--- src/rtl/ibex_pmu_arbiter.sv ---
// ibex_pmu_arbiter: round-robin share of one PMU counter port among
// NUM_REQ requesters, one transaction outstanding. Optional WFP
// timeout is compiled in with `define IBEX_PMU_ARB_TIMEOUT_EN.
//
// Ports:
//   clk_i, rst_ni        clock, async active-low reset
//   req_op_i[n]          2'd0 PMC_IDLE, 2'd1 PMC_REQ, 2'd2 PMC_WFP
//   req_addr_i[n]        counter address
//   req_we_i[n]          write enable
//   req_wdata_i[n]       write data
//   req_gnt_o            accept strobe, one-hot or zero
//   req_rvalid_o         response strobe to owner, one-hot or zero
//   req_err_o            response error (valid with req_rvalid_o)
//   req_rdata_o          response data (valid with req_rvalid_o)
//   pmu_op_o/addr/we/wdata  request to the shared PMU port
//   pmu_gnt_i            PMU ready
//   pmu_rvalid_i/err/rdata  PMU response
//   spurious_o           pulse: response seen while idle
module ibex_pmu_arbiter #(
  parameter int unsigned NUM_REQ        = 2,
  parameter int unsigned TIMEOUT_CYCLES = 1024
) (
  input  logic                     clk_i,
  input  logic                     rst_ni,
  input  logic [NUM_REQ-1:0][1:0]  req_op_i,
  input  logic [NUM_REQ-1:0][31:0] req_addr_i,
  input  logic [NUM_REQ-1:0]       req_we_i,
  input  logic [NUM_REQ-1:0][31:0] req_wdata_i,
  output logic [NUM_REQ-1:0]       req_gnt_o,
  output logic [NUM_REQ-1:0]       req_rvalid_o,
  output logic                     req_err_o,
  output logic [31:0]              req_rdata_o,
  output logic [1:0]               pmu_op_o,
  output logic [31:0]              pmu_addr_o,
  output logic                     pmu_we_o,
  output logic [31:0]              pmu_wdata_o,
  input  logic                     pmu_gnt_i,
  input  logic                     pmu_rvalid_i,
  input  logic                     pmu_err_i,
  input  logic [31:0]              pmu_rdata_i,
  output logic                     spurious_o
);

  localparam logic [1:0] PMC_IDLE = 2'd0;
  localparam logic [1:0] PMC_WFP  = 2'd2;

  localparam int unsigned IdxW = $clog2(NUM_REQ);

  localparam logic [IdxW:0]   NumReq  = (IdxW+1)'(NUM_REQ);
  localparam logic [IdxW-1:0] LastIdx = IdxW'(NUM_REQ - 1);

  typedef enum logic {
    S_IDLE,
    S_BUSY
  } state_e;

  state_e          state_q, state_d;
  logic [IdxW-1:0] rr_ptr_q, rr_ptr_d;
  logic [IdxW-1:0] owner_q, owner_d;
  logic [1:0]      op_q, op_d;
  logic [31:0]     addr_q, addr_d;
  logic            we_q, we_d;
  logic [31:0]     wdata_q, wdata_d;

`ifdef IBEX_PMU_ARB_TIMEOUT_EN
  localparam int unsigned TmrW = $clog2(TIMEOUT_CYCLES) + 1;

  localparam logic [TmrW-1:0] TmoLast =
    TmrW'(TIMEOUT_CYCLES - 1);

  logic [TmrW-1:0] timer_q, timer_d;
`endif

  logic            win_found;
  logic [IdxW-1:0] win_idx;
  logic [IdxW:0]   cand;
  logic [IdxW-1:0] nxt_ptr;

  // First active requester at or after rr_ptr, wrapping.
  always_comb begin
    win_found = 1'b0;
    win_idx   = '0;
    cand      = '0;
    for (int unsigned i = 0; i < NUM_REQ; i++) begin
      cand = {1'b0, rr_ptr_q} + (IdxW+1)'(i);
      if (cand >= NumReq) begin
        cand = cand - NumReq;
      end
      if (!win_found &&
          req_op_i[cand[IdxW-1:0]] != PMC_IDLE) begin
        win_found = 1'b1;
        win_idx   = cand[IdxW-1:0];
      end
    end
  end

  // Pointer after a completion: the requester after the owner.
  always_comb begin
    if (owner_q == LastIdx) begin
      nxt_ptr = '0;
    end else begin
      nxt_ptr = owner_q + 1'b1;
    end
  end

  always_comb begin
    state_d      = state_q;
    rr_ptr_d     = rr_ptr_q;
    owner_d      = owner_q;
    op_d         = op_q;
    addr_d       = addr_q;
    we_d         = we_q;
    wdata_d      = wdata_q;
`ifdef IBEX_PMU_ARB_TIMEOUT_EN
    timer_d      = timer_q;
`endif
    req_gnt_o    = '0;
    req_rvalid_o = '0;
    req_err_o    = pmu_err_i;
    req_rdata_o  = pmu_rdata_i;
    pmu_op_o     = PMC_IDLE;
    pmu_addr_o   = '0;
    pmu_we_o     = 1'b0;
    pmu_wdata_o  = '0;
    spurious_o   = 1'b0;

    unique case (state_q)
      S_IDLE: begin
        spurious_o = pmu_rvalid_i;
        if (win_found) begin
          pmu_op_o    = req_op_i[win_idx];
          pmu_addr_o  = req_addr_i[win_idx];
          pmu_we_o    = req_we_i[win_idx];
          pmu_wdata_o = req_wdata_i[win_idx];
          if (pmu_gnt_i) begin
            req_gnt_o[win_idx] = 1'b1;
            owner_d = win_idx;
            op_d    = req_op_i[win_idx];
            addr_d  = req_addr_i[win_idx];
            we_d    = req_we_i[win_idx];
            wdata_d = req_wdata_i[win_idx];
            state_d = S_BUSY;
`ifdef IBEX_PMU_ARB_TIMEOUT_EN
            timer_d = '0;
`endif
          end
        end
      end

      S_BUSY: begin
        // A WFP keeps the port claimed until it resolves.
        if (op_q == PMC_WFP) begin
          pmu_op_o    = PMC_WFP;
          pmu_addr_o  = addr_q;
          pmu_we_o    = we_q;
          pmu_wdata_o = wdata_q;
        end
        if (pmu_rvalid_i) begin
          req_rvalid_o[owner_q] = 1'b1;
          rr_ptr_d = nxt_ptr;
          state_d  = S_IDLE;
        end
`ifdef IBEX_PMU_ARB_TIMEOUT_EN
        else if (op_q == PMC_WFP) begin
          if (timer_q == TmoLast) begin
            // Abort: synthesize an error response, drop the WFP.
            req_rvalid_o[owner_q] = 1'b1;
            req_err_o   = 1'b1;
            req_rdata_o = '0;
            pmu_op_o    = PMC_IDLE;
            pmu_addr_o  = '0;
            pmu_we_o    = 1'b0;
            pmu_wdata_o = '0;
            rr_ptr_d    = nxt_ptr;
            state_d     = S_IDLE;
          end else begin
            timer_d = timer_q + 1'b1;
          end
        end
`endif
      end

      default: begin
        state_d = S_IDLE;
      end
    endcase
  end

  always_ff @(posedge clk_i or negedge rst_ni) begin
    if (!rst_ni) begin
      state_q  <= S_IDLE;
      rr_ptr_q <= '0;
      owner_q  <= '0;
      op_q     <= PMC_IDLE;
      addr_q   <= '0;
      we_q     <= 1'b0;
      wdata_q  <= '0;
    end else begin
      state_q  <= state_d;
      rr_ptr_q <= rr_ptr_d;
      owner_q  <= owner_d;
      op_q     <= op_d;
      addr_q   <= addr_d;
      we_q     <= we_d;
      wdata_q  <= wdata_d;
    end
  end

`ifdef IBEX_PMU_ARB_TIMEOUT_EN
  always_ff @(posedge clk_i or negedge rst_ni) begin
    if (!rst_ni) begin
      timer_q <= '0;
    end else begin
      timer_q <= timer_d;
    end
  end
`endif

endmodule

--- config.mk ---
export PLATFORM = sky130hd
export DESIGN_NAME = ibex_pmu_arbiter
export DESIGN_NICKNAME = d
export VERILOG_FILES = /design/src/rtl/ibex_pmu_arbiter.sv
export SDC_FILE = /design/constraint.sdc
export NUM_CORES = 1
export LEC_CHECK = 0
export ABC_AREA = 0
export BUFFER_PORTS_ARGS = -buffer_cell sky130_fd_sc_hd__buf_2
export CORE_AREA = 2 2 107 109
export DETAILED_ROUTE_END_ITERATION = 7
export DIE_AREA = 0 0 109 111
export PLACE_DENSITY = 0.88
export SETUP_SLACK_MARGIN = 0.15
export SYNTH_ARGS = -nofsm -noshare
export SYNTH_HDL_FRONTEND = slang
export SYNTH_SLANG_ARGS = --single-unit
--- constraint.sdc ---
create_clock -name clk_i -period 1.3 [get_ports clk_i]
set_input_delay 0.195 -clock clk_i [delete_from_list [all_inputs] [get_ports clk_i]]
set_output_delay 0.195 -clock clk_i [all_outputs]
set_load 0.02 [all_outputs]
Yosys cells after proc, flatten, opt, wreduce, memory -nomap -nowiden:

Cells that the tools add are included.

* $add $sub $neg: 4
* $mul: 0
* div/mod/pow operators: 0
* $lt $le $gt $ge: 8
* equal/unequal tests: 1
* shifts and indexed selects: 0
* mux-type cells: 45
* bitwise logic cells: 1
* reductions and logical operators: 8

Operator list (number)
* $mux W32: 8
* $pmux W32 S2: 2
* $mux W2: 13
* $mux W1: 17
* $lt A1 B2 Y1 const B: 4
* $pmux W1 S2: 2
* $pmux W2 S2: 1
* $reduce_bool A2 Y1: 2
* $logic_and A1 B1 Y1: 3
* $reduce_and A3 Y1: 1
* $add A1 B1 Y2 const B: 1
* $demux W1 S1: 2
* $eq A2 B2 Y1 const B: 1
* $ge A1 B1 Y1 const B: 2
* $ge A1 B2 Y1 const B: 1
* $ge A2 B2 Y1 const B: 1
* $reduce_and A2 Y1: 1
* $sub A1 B1 Y1 const B: 2
* $add A1 B1 Y1 const B: 1
* $logic_not A1 Y1: 1
* $not A1 Y1: 1

* flip-flop bits (word level): 70
* latch bits: 0
* bits in writable memories: 0
* ROM bits: 0
* bits of input ports: 171
* memories kept: 0

Longest topological paths before layout:

* depth after elaboration: 16
* mapped depth: 7

Worst setup path before layout:

No wires, ideal clock.

* path kind: register -> output
* from: reg rr_ptr_q
* to: out pmu_addr_o[0]
* arrival: 1.459 ns
* data required time: 1.105 ns
* slack: -0.354 ns
* cell stages (with the launch flop): 5
* path buffers: 1
* path through: dfrtp_1 -> o22ai_2 -> buf_2 -> mux2i_1 -> o21ai_0

* word-level cells in the longest chain between the ends: 13
* elaborated cells on any way between the ends: 23

RTL lines
* start: declaration: RTL line 58 `logic [IdxW-1:0] rr_ptr_q, rr_ptr_d;`
* start signal: assignment: RTL line 200 `rr_ptr_q <= rr_ptr_d;`
* $ge A1 B2 Y1 / $sub A1 B1 Y1 (equally long branches): RTL line 86, 87
* $mux W1: RTL line 86 `if (cand >= NumReq) begin`
* $mux W2 (not written as such) (2 in a row): RTL line 90 `req_op_i[cand[IdxW-1:0]] != PMC_IDLE) begin`
* $reduce_bool A2 Y1: RTL line 90
* $mux W1: RTL line 89 `if (!win_found &&`
* $logic_not A1 Y1: RTL line 89
* $logic_and A1 B1 Y1: RTL line 89
* $mux W1: RTL line 89
* $mux W32 (not written as such) (2 in a row): RTL line 132 `pmu_addr_o = req_addr_i[win_idx];`
* $mux W32 (*): RTL line 130 `if (win_found) begin`
* $pmux W32 S2 (*): RTL line 127 `unique case (state_q)`
* end: declaration: RTL line 34 `output logic [31:0] pmu_addr_o,`

Mark *: on every way between the ends. The rest lies on a longest branch, timed or not. The select of a mux whose other input is x is not followed.

Final worst setup path:

* from: reg rr_ptr_q
* to: out pmu_we_o

* word-level cells in the longest chain between the ends: 13
* elaborated cells on any way between the ends: 23

RTL lines
* $ge A1 B2 Y1 / $sub A1 B1 Y1 (equally long branches): RTL line 86, 87
* $mux W1: RTL line 86
* $mux W2 (not written as such) (2 in a row): RTL line 90
* $reduce_bool A2 Y1: RTL line 90
* $mux W1: RTL line 89
* $logic_not A1 Y1: RTL line 89
* $logic_and A1 B1 Y1: RTL line 89
* $mux W1: RTL line 89
* $mux W1 (not written as such) (2 in a row): RTL line 133 `pmu_we_o = req_we_i[win_idx];`
* $mux W1 (*): RTL line 130
* $pmux W1 S2 (*): RTL line 127
* end: declaration: RTL line 35 `output logic pmu_we_o,`

Marked as above.

==> run metrics <==
Final Max Slew Viols=0; Crit Path Category=flip-flop to primary output; GRT overflow=0; CP max FO=9; Mean Syn Cell Area=8.41 um2; Ports=about 280; GRT Util Overall=0.205; Syn. warnings=0; pwr dens=1640 nW/um2; root buffer cell=clkbuf_16; Startpoint Class=flip-flop; crit path time final=between 2 and 2.5 ns; Max VDD drop=around 0.00095 V; core footprint=between 10000 and 15000 um2; Port Buf Inserts=about 210; critical path, cell by cell=o22ai_4 -> buf_4 -> clkbuf_16 -> mux2i_2 -> o21ai_2 -> buf_2; crit share post-route=1.58; Sinks on Clock Net=70; Final Skew=0.00682 ns; Synth Instances=about 500; CP max stage delay=0.41 ns; DRT antenna net count=0; endpoints failing setup=around 140; dpl ws=-0.370 ns; Peak Freq=between 400 and 500 MHz; HPWL Detailed=about 8700 um; number of global-route vias before repair=between 4000 and 5000; Slew @ Worst Pin=between 0.3 and 0.4 ns; first-pass GRT wire length=between 15000 and 20000 um; RSZ-0062 raised after global routing=yes; FP Rows=39; Pleak=about 3.6 nW; total number of vias=a little under 5000; design area=~7700 um2; area grow syn2layout=84.7%; critical path capture point type=primary output; effective utilization at floorplan=0.377; ant diodes=0; die height=about 110 um; Yosys cell types=24; Die ar.=around 12000 um2; total CTS buffers=9; Seq/Total Area, Yosys=0.419; ranking of synthesized cells by area=dfrtp_1, mux2i_1, nand2_1; WP data required=about 1.1 ns; Setup WS post-layout=-0.755 ns; CTS tree=yes; #FFs+latches synth=70; hold crit path type=primary input to flip-flop; drt total wl=roughly 18000 um; DRT Pass-1 Iters=5; largest net degree at the start of global routing=71; cell area after placement=5830 um2; layout cell share with drive strength beyond 1=0.676; # DRC=0; Routed WL per cell=about 19 um; nets=between 900 and 1000; Final TNS setup=-70.07 ns; vias per cell=about 5.4; worst skew pair latency=roughly 0.33 ns; arrival time worst endpoint=1.86 ns; antenna violations before repair=0; H-tree depth=3; failing checks=setup timing; Yosys top cell area share=0.419; WHS Endpoint=state_q$_DFF_PN0_; critical path's slowest cell=dfrtp_1; r2r endpoint=addr_q[1]$_DFFE_PN0P_; Slew Limit Headroom=0.740; leading area contributor after synthesis=dfrtp_1; Mapped Nets=around 670; DR iter-0 viols=about 260; outcome=finished with violations; Clock Tree Buf Depth=2; Chip Width=about 110 um; Synth Cell Area=approximately 4200 um2; hold depth=2; hold path startpoint=pmu_rvalid_i; flop-to-flop setup slack=-0.37 ns; Reg2Reg Depth=8; gpl congestion=approximately 0.75; Critical R2R Launch=state_q$_DFF_PN0_; CTS clk-pin slew, worst paths=around 0.06 ns; max-cap viol count=0; Final Hold Viols=0
[cell families (layout without fill, tap and decap cells)]
kind of cell | count (synthesis) | in the layout | synth area share
and+or+nand+nor | 145 | 145 | 0.135
AOI/OAI and AO/OA | 143 | 145 | 0.177
buffers and inverters | 73 | 336 | 0.110
DFF | 70 | 70 | 0.419
muxes | 66 | 66 | 0.158
[worst max-delay path by stage]
stage / from / to / slack, ns
after global routing: rr_ptr_q$_DFFE_PN0P_ / pmu_we_o / -0.82
after detailed placement: rr_ptr_q$_DFFE_PN0P_ / pmu_wdata_o[8] / -0.37
final: rr_ptr_q$_DFFE_PN0P_ / pmu_we_o / -0.76
after CTS: rr_ptr_q$_DFFE_PN0P_ / pmu_addr_o[3] / -0.70
after global placement: req_op_i[1] / pmu_wdata_o[16] / -0.30
after floorplan: rr_ptr_q$_DFFE_PN0P_ / pmu_addr_o[10] / -0.18
[cell usage in the layout, fill, tap and decap left out, types with 4 or more instances in the layout]
cell type | netlist | layout
buf_4 | 35 | 65
clkbuf_1 | 10 | 4
nand2_1 | 134 | 104
o21ai_2 | 0 | 77
buf_6 | 4 | 29
buf_12 | 0 | 10
nand2_2 | 0 | 19
buf_16 | 0 | 5
dfrtp_1 | 70 | 70
mux2i_2 | 0 | 30
buf_2 | 17 | 192
clkbuf_16 | 0 | 21
nand2_4 | 0 | 10
o21ai_1 | 60 | 52
mux2i_4 | 0 | 32
[sequential cells by signal, summed over array words and instances, names as in the netlist]
name and count:
wdata_q 32, we_q 1, state_q 1, rr_ptr_q 1, addr_q 32, owner_q 1
op_q 2
[cells in the mapped netlist]
cell type	number
a21o_1	3
a21oi_1	4
a32oi_1	1
and2_1	1
and3_1	1
buf_2	17
buf_4	35
buf_6	4
clkbuf_1	10
clkbuf_2	3
dfrtp_1	70
inv_1	4
mux2_2	1
mux2i_1	65
nand2_1	134
nand2b_1	1
nor2_1	5
nor2_2	1
nor2b_1	1
nor3b_2	1
o21ai_0	73
o21ai_1	60
o22ai_2	1
o32ai_1	1
[area by class of cell]
cell class                 instances  area (um2)
timing repair buffer             316        2450
tap                              143         179
inverter                           4        15.0
sequential                        70        1750
clock buffer                      16         282
fill                             751        3360
multi-input combinational        356        3030
[timing repair]
action	4_1_cts	5_1_grt
pin swaps	6	19
gates cloned	2	24
hold buffers	1	0
setup endpoints to repair	141	141
buffers inserted	8	15
endpoints found under the hold margin	70	0
gates resized for setup	42	200
[worst max-delay path, delay by kind of cell (launching register included)]
family	cells	cell delay (ns)
AOI/OAI and AO/OA	2	0.29
buffers and inverters	3	0.55
DFF	1	0.41
muxes	1	0.27
[layer usage]
metal,track usage,share of wire,up-vias
li1,-,-,2200
met1,0.238,0.37,2347
met2,0.366,0.53,244
met3,0.0347,0.063,56
met4,0.0872,0.037,0
met5,0,0,-
[power breakdown]
| group | switching [W] | leakage, nW | internal, W |
|---|---|---|---|
| registers | 0.000460 | 0.860 | 0.00282 |
| logic | 0.00358 | 2.61 | 0.00348 |
| clock network | 0.000877 | 0.137 | 0.00145 |
| total | 0.00492 | 3.61 | 0.00775 |
[through the flow]
stage,power [W],util,cells,hold slack (ns)
floorplan,0.00638,-,497,-0.101
CTS,0.0107,0.579,866,0.111
detailed placement,0.00793,0.526,839,0.248
global route,0.0133,0.696,905,0.177
finish,0.0127,0.696,905,0.167
global placement,0.00777,0.526,839,0.250
Note: power is estimated with default switching activity, not from simulation.
